**config.mk**
```make
export PLATFORM = sky130hd
export DESIGN_NAME = pc_gen
export DESIGN_NICKNAME = d
export VERILOG_FILES = /design/src/rtl/pc_gen.sv
export SDC_FILE = /design/constraint.sdc
export NUM_CORES = 1
export LEC_CHECK = 0
export ABC_CLOCK_PERIOD_IN_PS = 2700
export CORE_MARGIN = 3
export CORE_UTILIZATION = 40
export CTS_CLUSTER_SIZE = 28
export DETAILED_ROUTE_END_ITERATION = 10
export PLACE_DENSITY_LB_ADDON = 0.08
export SYNTH_ARGS = -nofsm -noshare
export SYNTH_HDL_FRONTEND = slang
export SYNTH_SLANG_ARGS = --single-unit
```
**constraint.sdc**
```tcl
create_clock -name clk -period 2.7 [get_ports clk]
set_clock_uncertainty 0.2 [all_clocks]
set_input_delay 0.27 -clock clk [delete_from_list [all_inputs] [get_ports clk]]
set_output_delay 0.27 -clock clk [all_outputs]
set_load 0.01 [all_outputs]
```
**src/rtl/pc_gen.sv**
```systemverilog
// Program-counter / fetch-address generator for the IF stage.
// Issues fetch addresses over valid/ready, steps sequentially and follows trap/jump/branch redirects.
module pc_gen #(
  parameter int              XLEN       = 32,
  parameter logic [XLEN-1:0] RESET_VEC  = '0,
  parameter logic [XLEN-1:0] TRAP_VEC   = XLEN'('h100),
  parameter int              INSN_BYTES = 4
) (
  input  logic            clk,
  input  logic            rst,
  input  logic            stall,
  input  logic            br_taken,
  input  logic [XLEN-1:0] br_target,
  input  logic            jmp_valid,
  input  logic [XLEN-1:0] jmp_target,
  input  logic            trap_valid,
  input  logic            if_ready,
  output logic            if_valid,
  output logic [XLEN-1:0] addr,
  output logic            misalign,
  output logic            halted
);

  localparam int              ALIGN_BITS = $clog2(INSN_BYTES);
  localparam logic [XLEN-1:0] STEP       = XLEN'(INSN_BYTES);

  typedef enum logic [1:0] {
    S_BOOT,
    S_RUN,
    S_HALT
  } state_t;

  state_t          state_q, state_d;
  logic [XLEN-1:0] addr_d;
  logic            valid_d;
  logic            misalign_d;
  logic            halted_d;

  logic            fire;
  logic            redirect;
  logic [XLEN-1:0] redirect_target;
  logic            target_aligned;

  // Jump outranks branch when both request a redirect in the same cycle.
  assign redirect        = jmp_valid | br_taken;
  assign redirect_target = jmp_valid ? jmp_target : br_target;
  assign target_aligned  = (redirect_target[ALIGN_BITS-1:0] == '0);
  assign fire            = if_valid & if_ready;

  // NOTE: every always_comb output gets a default first so no latch is inferred.
  always_comb begin
    state_d    = state_q;
    addr_d     = addr;
    valid_d    = if_valid;
    misalign_d = misalign;

    unique case (state_q)
      S_BOOT: begin
        if (trap_valid) addr_d = TRAP_VEC;
        valid_d = 1'b1;
        state_d = S_RUN;
      end

      S_RUN: begin
        if (trap_valid) begin
          addr_d  = TRAP_VEC;
          valid_d = 1'b1;
        end else if (redirect) begin
          addr_d = redirect_target;
          if (target_aligned) begin
            valid_d = 1'b1;
          end else begin
            valid_d    = 1'b0;
            misalign_d = 1'b1;
            state_d    = S_HALT;
          end
        end else if (fire && !stall) begin
          addr_d = addr + STEP;
        end
      end

      S_HALT: begin
        valid_d = 1'b0;
        if (trap_valid) begin
          addr_d     = TRAP_VEC;
          valid_d    = 1'b1;
          misalign_d = 1'b0;
          state_d    = S_RUN;
        end
      end

      default: begin
        addr_d     = RESET_VEC;
        valid_d    = 1'b0;
        misalign_d = 1'b0;
        state_d    = S_BOOT;
      end
    endcase

    halted_d = (state_d == S_HALT);
  end

  // NOTE: sequential state uses non-blocking assignments only.
  always_ff @(posedge clk) begin
    if (rst) begin
      state_q  <= S_BOOT;
      addr     <= RESET_VEC;
      if_valid <= 1'b0;
      misalign <= 1'b0;
      halted   <= 1'b0;
    end else begin
      state_q  <= state_d;
      addr     <= addr_d;
      if_valid <= valid_d;
      misalign <= misalign_d;
      halted   <= halted_d;
    end
  end

endmodule

```
Word-level counts from Yosys, hierarchy flattened:

Cells that the tools add are included.
Widths: inputs -> output; s select.

* muxes and demuxes: 21
* add/subtract/negate cells: 1
* bitwise operators: 3
* eq/ne operators: 10
* reductions and logical operators: 7

Operators by type and width (number)
* $mux 32: 5
* $pmux 32 s2: 1
* $add 32x3->32 const B: 1
* $mux 1: 8
* $mux 2: 4
* $ne 2x2->1 const B: 4
* $pmux 1 s3: 2
* $pmux 2 s3: 1
* $reduce_and 5->1: 1
* $eq 2x2->1 const B: 2
* $logic_not 2->1: 2
* $ne 4x4->1 const B: 1
* $ne 3x3->1 const B: 1
* $eq 2x1->1 const B: 1
* $ne 2x1->1 const B: 1
* $reduce_and 2->1: 1
* $reduce_or 2->1: 1
* $and 1x1->1: 1
* $logic_and 1x1->1: 1
* $logic_not 1->1: 1
* $not 1->1: 1
* $or 1x1->1: 1

* register bits: 37
* output and inout bits: 35
* bits of input ports: 71
* logic and storage cells: 47

Depth between registers and ports, before layout:

Gate-level depths: netlist of the first run.

* word-level depth: 7
* gate-level depth with buffers: 9
* gate-level depth less buffers: 6

Least setup slack after synthesis of the first run:

OpenSTA, ideal clock, no wires.

* kind: flip-flop to flip-flop
* start point: register addr[2]
* end point: register addr[18]
* cell stages (with the launch flop): 7
* arrival time: 1.805 ns
* library setup time: 0.092 ns
* slack: 0.603 ns
* required time: 2.408 ns
* cells stage by stage: dfxtp_1 > ha_1 > nand4_1 > or3_1 > or3_1 > o21a_1 > o32ai_1

* longest elaborated chain between the ends: 5

RTL lines
* start, declared: RTL line 19 `output logic [XLEN-1:0] addr,`
* start signal, assigned: RTL line 113 `addr <= addr_d;`
* $add 32x3->32: RTL line 78 `addr_d = addr + STEP;`
* $mux 32: RTL line 77 `end else if (fire && !stall) begin`
* $mux 32: RTL line 68 `end else if (redirect) begin`
* $mux 32: RTL line 65 `if (trap_valid) begin`
* $pmux 32 s2: RTL line 57 `unique case (state_q)`

Every way passes these cells. The select of a mux whose other input is x is not followed.
A chain may end at the register's enable or synchronous reset.

Final worst setup path of the first run:

* start point: register addr[2]
* end point: register addr[24]

The elaborated chain is that of the path after synthesis.

==> results of run 1 <==
[tightest hold or removal path: stages, from the launching register on]
cell       delay (ns)
dfxtp_1          0.34
a2bb2oi_1        0.06
nor2_1           0.07
[per-stage QoR]
stage          utilization, %  power [uW]
4_1_cts                 61.74        1395
5_1_grt                 61.74        1456
2_1_floorplan               -       786.5
3_3_place_gp            60.45        1001
3_5_place_dp            60.45        1005
6_report                61.74        1386
[worst max path at each step]
| stage | startpoint | end |
|---|---|---|
| floorplan | addr[2] | addr[18] |
| global placement | trap_valid | addr[26] |
| finish | addr[2] | addr[24] |
| detailed placement | br_taken | addr[26] |
| global route | addr[2] | addr[24] |
| CTS | addr[2] | addr[24] |
[sequential cells by signal, summed over array words and instances (netlist names)]
register,flops
addr,32
halted,1
if_valid,1
misalign,1
state_q,2
[final cells by class]
type,count,area [sq um],area share [%]
inverter,10,37.54,0.9467
sequential,37,740.7,18.68
timing repair buffer,128,1224,30.86
clock inverter,2,10.01,0.2524
clock buffer,6,72.57,1.830
multi-input combinational,294,1784,45.00
tap,77,96.34,2.430
[where the power goes]
| group | total [uW] | leakage [uW] | internal, uW | switching [uW] |
|---|---|---|---|---|
| clock network | 389 | 0.0000450 | 179 | 209 |
| registers | 605 | 0.000301 | 569 | 36.1 |
| logic | 392 | 0.00103 | 215 | 177 |
| total | 1390 | 0.00138 | 963 | 422 |
[Yosys cell counts, drive strengths merged (4+ instances only)]
library cell | n | area, sq um
o32ai | 4 | 35.03
nand2 | 40 | 150.1
nor4 | 7 | 58.81
nor3 | 15 | 86.34
o22ai | 16 | 100.1
o21ai | 26 | 130.1
clkbuf | 16 | 60.06
a211oi | 5 | 37.54
o31ai | 6 | 45.04
xnor2 | 4 | 35.03
nor3b | 4 | 35.03
mux2i | 7 | 70.07
inv | 10 | 37.54
o21a | 6 | 45.04
a32o | 4 | 40.04
buf | 12 | 62.56
nor2 | 33 | 123.9
a31oi | 12 | 75.07
a21oi | 22 | 110.1
nand3 | 16 | 80.08
nand2b | 4 | 25.02
a22o | 5 | 43.79
nand4 | 15 | 108.9
dfxtp | 37 | 740.7
[cells by family after synthesis]
logic type               count (synthesis)  share of synthesized area [%]
AND/OR/NAND/NOR                        155                          30.43
adder cells (fa/ha/maj)                  1                         0.4659
buffers and inverters                   38                          5.965
AO/OA/AOI/OAI                          124                          30.48
flip-flops                              37                          27.59
XOR/XNOR                                 5                          1.631
multiplexers                             9                          3.448
[metal layers]
metal | GRT usage (%) | share of wire [%] | vias up
met1 | 32.54 | 43 | 1551
met4 | 9.205 | 1.9 | 0
li1 | - | - | 1617
met5 | 0 | 0 | -
met3 | 3.293 | 7.4 | 17
met2 | 42.95 | 47 | 148
==> impl_metrics.json, run 1 <==
{
  "synth_seq_cells": 37,
  "antenna_left": 0,
  "holdBufCountCts": 0,
  "synth_flop_cell": "dfxtp_1",
  "dp.cells": 546,
  "clock-sinks": 37,
  "nets": 548,
  "fmax_ghz": 0.4143,
  "hpwl_mm": 7.293,
  "n_antenna_cell": 0,
  "grt_pass1_wl_mm": 15.31,
  "gp_congestion": 0.8797,
  "vdd.ir_drop.worst_mv": 0.2018,
  "cp.buffers_inverters": 0,
  "tns_ns": 0,
  "antenna_found_initial": 0,
  "dpl-instance-area_sq_um": 3882,
  "rrSetupSlack_ns": 0.29,
  "grt_max_degree": 23,
  "stdcell_count": 554,
  "rsz0062_at_grt": "false",
  "max-slew-margin-rel_pct": 49.07,
  "cellPowerDensity_nw_per_um2": 349.5,
  "clkTransAtPathRegs_ns": 0.08,
  "drv_cap": 0,
  "coreArea_sq_um": 6422,
  "grt_usage_pct": 25.23,
  "final_layout_size_suffix_gt1_share_pct": 8.386,
  "initial_core_util_pct": 41.81,
  "firstDrtPassIters": 5,
  "portBuffers": 105,
  "final_area_sq_um": 3965,
  "synthCells": 369,
  "worstRegToRegCells": 6,
  "yosysWarnings": 0,
  "synth_area_sq_um": 2685,
  "fp.dieW_um": 87.93,
  "min_to": "misalign",
  "status": "finished, final reports clean",
  "final_common_cell": "clkdlybuf4s50_1",
  "route.vias.total": 3333,
  "cp_top_family": "simple AND/OR/NAND/NOR gates",
  "cts_buffer_depth": 2,
  "wire_per_inst_um": 17.58,
  "layout_min_cycle_time_ns": 2.414,
  "syn-num-nets": 441,
  "r2r_start": "addr[2]",
  "dieArea_sq_um": 7732,
  "vias_per_cell": 6.016,
  "syn_avg_cell_area_sq_um": 7.277,
  "die_y_um": 87.93,
  "cts_root_buf": "clkbuf_8",
  "ys_types": 57,
  "cts_tree": "yes",
  "first_iter_violations": 286,
  "cp_cell_sequence": "ha_1, nand4_1, nor4_4, nand2_1, or4_1, a31oi_1",
  "critPathMaxStageDelay_ns": 0.49,
  "fill_cells": 594,
  "hp-start": "misalign",
  "finalSetupViolations": 0,
  "drc": 0,
  "path_class": "reg2reg",
  "cp-end-kind": "flip-flop",
  "synth_edf_count": 0,
  "ys_async_sr_fraction_pct": 0,
  "drv_slew": 0,
  "grt_pass1_vias": 3223,
  "cts_buffers": 5,
  "worst_slack_ns": 0.2865,
  "final_min_period_over_clock_period_pct": 89.39,
  "area_growth_pct": 47.67,
  "r2r-end": "addr[24]",
  "cp_max_fo": 8,
  "yosysSeqAreaShare_pct": 27.59,
  "cts-resized-gates": 0,
  "p_leak_uw": 0.001379,
  "worst_pin_slew_ns": 0.7623,
  "mostFrequentLayoutCells": "clkdlybuf4s50_1 (105), nand2_1 (40), dfxtp_1 (37)",
  "path_depth": 6,
  "hold_path_class": "reg2reg",
  "clk_latency_ns": 0.29,
  "crit_required_ns": 2.73,
  "slowest_stage": "or4_1",
  "routed_wl_mm": 9.742,
  "critPathLaunchType": "flip-flop",
  "io_pins": 106,
  "grt-ovfl-total": 0,
  "arrival_ns": 2.44,
  "place_ws_ns": 0.2314,
  "rows": 29,
  "hold_viol_final": 0,
  "hold_depth": 2,
  "holdWs_ns": 0.3015,
  "post_cts_buffers": 0,
  "cts_htree_levels": 2
}
No activity file was read; power rests on OpenSTA's default activity.
==> run 2, diff against run 1 <==
--- a/config.mk
+++ b/config.mk
@@ -7,5 +7,5 @@
 export LEC_CHECK = 0
-export ABC_CLOCK_PERIOD_IN_PS = 2700
+export ABC_CLOCK_PERIOD_IN_PS = 3000
 export CORE_MARGIN = 3
-export CORE_UTILIZATION = 40
+export CORE_UTILIZATION = 45
 export CTS_CLUSTER_SIZE = 28
==> constraint.sdc (replaced) <==
create_clock -name clk -period 3 [get_ports clk]
set_clock_uncertainty 0.2 [all_clocks]
set_input_delay 0.3 -clock clk [delete_from_list [all_inputs] [get_ports clk]]
set_output_delay 0.3 -clock clk [all_outputs]
set_load 0.02 [all_outputs]
==> run 2 against run 1 <==
Net effect: clock power shrank 9.0%; worst setup slack gained 0.21 ns; wire length shrank 4.1%; largest cell class unchanged.
==> impl_metrics.json, run 2 (synthesized netlist as in run 1, its figures left out) <==
{
  "post_cts_buffers": 0,
  "cp.buffers_inverters": 0,
  "vias_per_cell": 6.159,
  "nets": 541,
  "fill_cells": 502,
  "path_class": "reg2reg",
  "cts_buffer_depth": 2,
  "grt_pass1_vias": 3251,
  "wire_per_inst_um": 17.24,
  "sw_frac_of_total_pct": 31.10,
  "cts_tree": "yes",
  "cts-resized-gates": 0,
  "final_layout_size_suffix_gt1_share_pct": 6.596,
  "coreArea_sq_um": 5642,
  "hold_viol_final": 0,
  "intPower_uw": 865.1,
  "grt-ovfl-total": 0,
  "cts_buffers": 5,
  "finalSetupViolations": 0,
  "drv_slew": 0,
  "area_growth_pct": 45.39,
  "fp.dieW_um": 83.25,
  "critPathLaunchType": "flip-flop",
  "slowest_stage": "or4_1",
  "hpwl_mm": 7.044,
  "status": "finished, final reports clean",
  "vdd.ir_drop.worst_mv": 0.1644,
  "grt_pass1_wl_mm": 15.61,
  "initial_core_util_pct": 47.59,
  "grt_max_degree": 25,
  "cp-end-kind": "flip-flop",
  "routed_wl_mm": 9.344,
  "pwr-share-seq_pct": 43.4,
  "max-slew-margin-rel_pct": 53.61,
  "firstDrtPassIters": 5,
  "rows": 27,
  "grt_usage_pct": 26.79,
  "n_antenna_cell": 0,
  "route.vias.total": 3338,
  "gp_congestion": 0.9512,
  "die_y_um": 83.25,
  "portBuffers": 105,
  "dieArea_sq_um": 6930,
  "multi_input_area_sq_um": 1784,
  "antenna_left": 0,
  "critPathMaxStageDelay_ns": 0.49,
  "clk_latency_ns": 0.29,
  "cp_top_family": "simple AND/OR/NAND/NOR gates",
  "worst_pin_slew_ns": 0.6944,
  "seqCellArea_sq_um": 740.7,
  "comb_power_share_pct": 28.5,
  "crit_required_ns": 3.02,
  "final_area_sq_um": 3904,
  "mostFrequentLayoutCells": "clkdlybuf4s50_1 (105), nand2_1 (40), dfxtp_1 (37)",
  "reg_top3": "addr x32, state_q x2",
  "cellPowerDensity_nw_per_um2": 321.6,
  "rsz0062_at_grt": "false",
  "largest_register_ffs": 32,
  "cp_max_fo": 8,
  "clock-sinks": 37,
  "drv_cap": 0,
  "arrival_ns": 2.52,
  "largest-register": "addr",
  "final_min_period_over_clock_period_pct": 83.40,
  "dpl-instance-area_sq_um": 3824,
  "holdBufCountCts": 0,
  "p_sw_uw": 390.4,
  "antenna_found_initial": 0,
  "cp_cell_sequence": "ha_1, nand4_1, nor4_4, nand2_1, or4_1, a31oi_1",
  "cts_htree_levels": 2,
  "drc": 0,
  "tns_ns": 0,
  "clkTransAtPathRegs_ns": 0.08,
  "io_pins": 106,
  "cts_root_buf": "clkbuf_8",
  "first_iter_violations": 297,
  "hold_path_class": "reg2reg",
  "final_common_cell": "clkdlybuf4s50_1",
  "layout_min_cycle_time_ns": 2.502,
  "pwr-share-clk_pct": 28.2,
  "p_leak_uw": 0.001340,
  "fmax_ghz": 0.3997
}
-- run 2: changes by cell type in the layout (fill, tap and decap cells not counted), sizes merged --
| cell | delta |
|---|---|
| clkinv | -2 |
| clkbuf | +2 |
| buf | -7 |
-- run 2: area by class of cell --
class / instances / share of cell area, %
multi-input combinational: 294 / 45.71
sequential: 37 / 18.97
clock buffer: 8 / 2.051
timing repair buffer: 121 / 30.00
tap: 72 / 2.308
inverter: 10 / 0.9615
-- run 2: layer usage --
metal  vias up  part of all wire [%]  GRT usage (%)
met5         -                     0              0
met4         0                   2.6          9.361
li1       1599                     -              -
met1      1518                    42          34.16
met2       189                    47          43.88
met3        32                   8.3          6.548
-- run 2: worst paths after layout --
kind	from	endpoint	slack (ns)	cells past startpoint
worst max-delay path	addr[2]	addr[24]	0.50	6
worst min-delay path	addr[0]	addr[0]	0.30	2
worst max register to register	addr[2]	addr[24]	0.50	6
worst min register to register	addr[0]	addr[0]	0.30	2
-- run 2: worst reg2reg max path, stage by stage, from the launching register on --
cell and delay (ns):
dfxtp_1 0.46, ha_1 0.30, nand4_1 0.25, nor4_4 0.45, nand2_1 0.09, or4_1 0.49
a31oi_1 0.18
-- run 2: metrics by stage --
stage,setup slack [ns],cells,utilization [%],total power [uW],hold slack (ns)
after global routing,0.4043,542,69.19,1313,0.3324
after detailed placement,0.2793,534,67.78,908.2,0.2804
after floorplan,0.8145,369,-,722.3,0.3144
after global placement,0.3883,534,67.78,902.3,0.2893
final,0.4980,542,69.19,1256,0.2950
after CTS,0.5489,542,69.19,1249,0.3047
-- run 2: power groups by stage --
stage	logic, uW	registers, uW	clock network (uW)
4_1_cts	355	544	350
6_report	357	545	354
3_3_place_gp	348	555	0
3_5_place_dp	353	555	0
5_1_grt	385	548	380
2_1_floorplan	154	568	0
==> RTL change, RTL diff (flow settings as in run 1) <==
Change the parameter `XLEN` from 32 to 28.
--- a/src/rtl/pc_gen.sv
+++ b/src/rtl/pc_gen.sv
@@ -1,7 +1,7 @@
 // Program-counter / fetch-address generator for the IF stage.
 // Issues fetch addresses over valid/ready, steps sequentially and follows trap/jump/branch redirects.
 module pc_gen #(
-  parameter int              XLEN       = 32,
+  parameter int              XLEN       = 28,
   parameter logic [XLEN-1:0] RESET_VEC  = '0,
   parameter logic [XLEN-1:0] TRAP_VEC   = XLEN'('h100),
   parameter int              INSN_BYTES = 4
Ports: changed (resized addr, br_target and jmp_target); port bits go from 106 to 94. The function was not compared with the original's and may differ.
==> RTL change against run 1 <==
Total power grew 1.5%; sequential cell count shrank 4; first-iteration DRC count decreased by 34%; die area is 4.9% lower; synthesized area shrank 5.3%; cell area fell by 7.7%; hold slack worse by 0.0034 ns; critical endpoint is now addr[14]; routed wire length decreased by 12%; setup slack better by 0.23 ns; global-route usage fell by 1.5 points; maximum frequency up 11%.
==> RTL change: results <==
set metrics [dict create \
    irDropWorstVdd_mv 0.241 \
    place_inst 478 \
    clk_share 0.0328 \
    multi_input_gates 254 \
    synth_nets 385 \
    fill_cells 569 \
    grt_pass1_wl_mm 14.0 \
    dp_slack_ns 0.301 \
    grt_pass1_vias 2783 \
    nonClkBufAreaFrac 0.281 \
    grt_max_degree 28 \
    min_path_type "reg -> reg" \
    grt_usage 0.237 \
    outcome "completed" \
    muxShareOfSynthArea 0.0157 \
    area_delta_synth_final_pct 43.9 \
    port_buffers 93 \
    multi_input_area_share 0.470 \
    drive_gt1_frac 0.0998 \
    yosys-top-cells-area "dfxtp_1, a21o_1, a21oi_1" \
    synth-seq-area-share 0.260 \
    synth-adder-area-share 0.00492 \
    p_leak_nw 1.37 \
    synth-seq-cells 33 \
    clock_latency_ns 0.29 \
    multiInputGateArea_sq_um 1720 \
    cp_max_fo 10 \
    htreeDepth 2 \
    detail_route.iter0.violations 188 \
    place_congestion 0.890 \
    routed_wl_mm 8.54 \
    place_area_sq_um 3540 \
    synth.avg_cell_area_sq_um 7.92 \
    top_regs "addr x28, state_q x2" \
    yosysUniqueCellTypes 65 \
    synth_compound_area_frac 0.366 \
    via_count 2925 \
    via_per_inst 6.02 \
    synth_commonest_cells "dfxtp_1, nor2_1, a21oi_1" \
    buffers 106 \
    yosys.area_share.xor_xnor 0.00689 \
    first_pass_iters 4 \
    relSlewSlack 0.672 \
    rr_startpoint "addr[3]" \
    min_from "addr[0]" \
    ff_latch_area_sq_um 661 \
    cts_buffers 5 \
    inverters_excl_clock 10 \
    hpwl_mm 6.13 \
    nets 474 \
    ys_warn_count 0 \
]
==> RTL change: power by group <==
part	total (mW)	internal, mW	switching, mW	leakage, nW
logic	0.355	0.197	0.158	1.04
registers	0.546	0.509	0.0365	0.269
clock network	0.506	0.300	0.206	0.0574
==> RTL change: per-layer routing <==
layer,track usage,vias up,routed length [um]
met5,0,-,0
met4,0.0489,0,69
met3,0.0413,6,573
met2,0.386,114,4040
met1,0.330,1397,3860
li1,-,1408,-
==> RTL change: critical path: stages (launching register included) <==
cell and delay (ns):
dfxtp_1 0.45, ha_1 0.27, nand4_1 0.20, nor2_1 0.21
buf_4 0.22, nand4_1 0.14, a21o_1 0.21, a22o_1 0.17
==> RTL change: worst paths after layout <==
check	end	slack, ns	depth (start not counted)
max	addr[14]	0.52	7
min	addr[0]	0.30	2
max reg2reg	addr[14]	0.52	7
min reg2reg	addr[0]	0.30	2
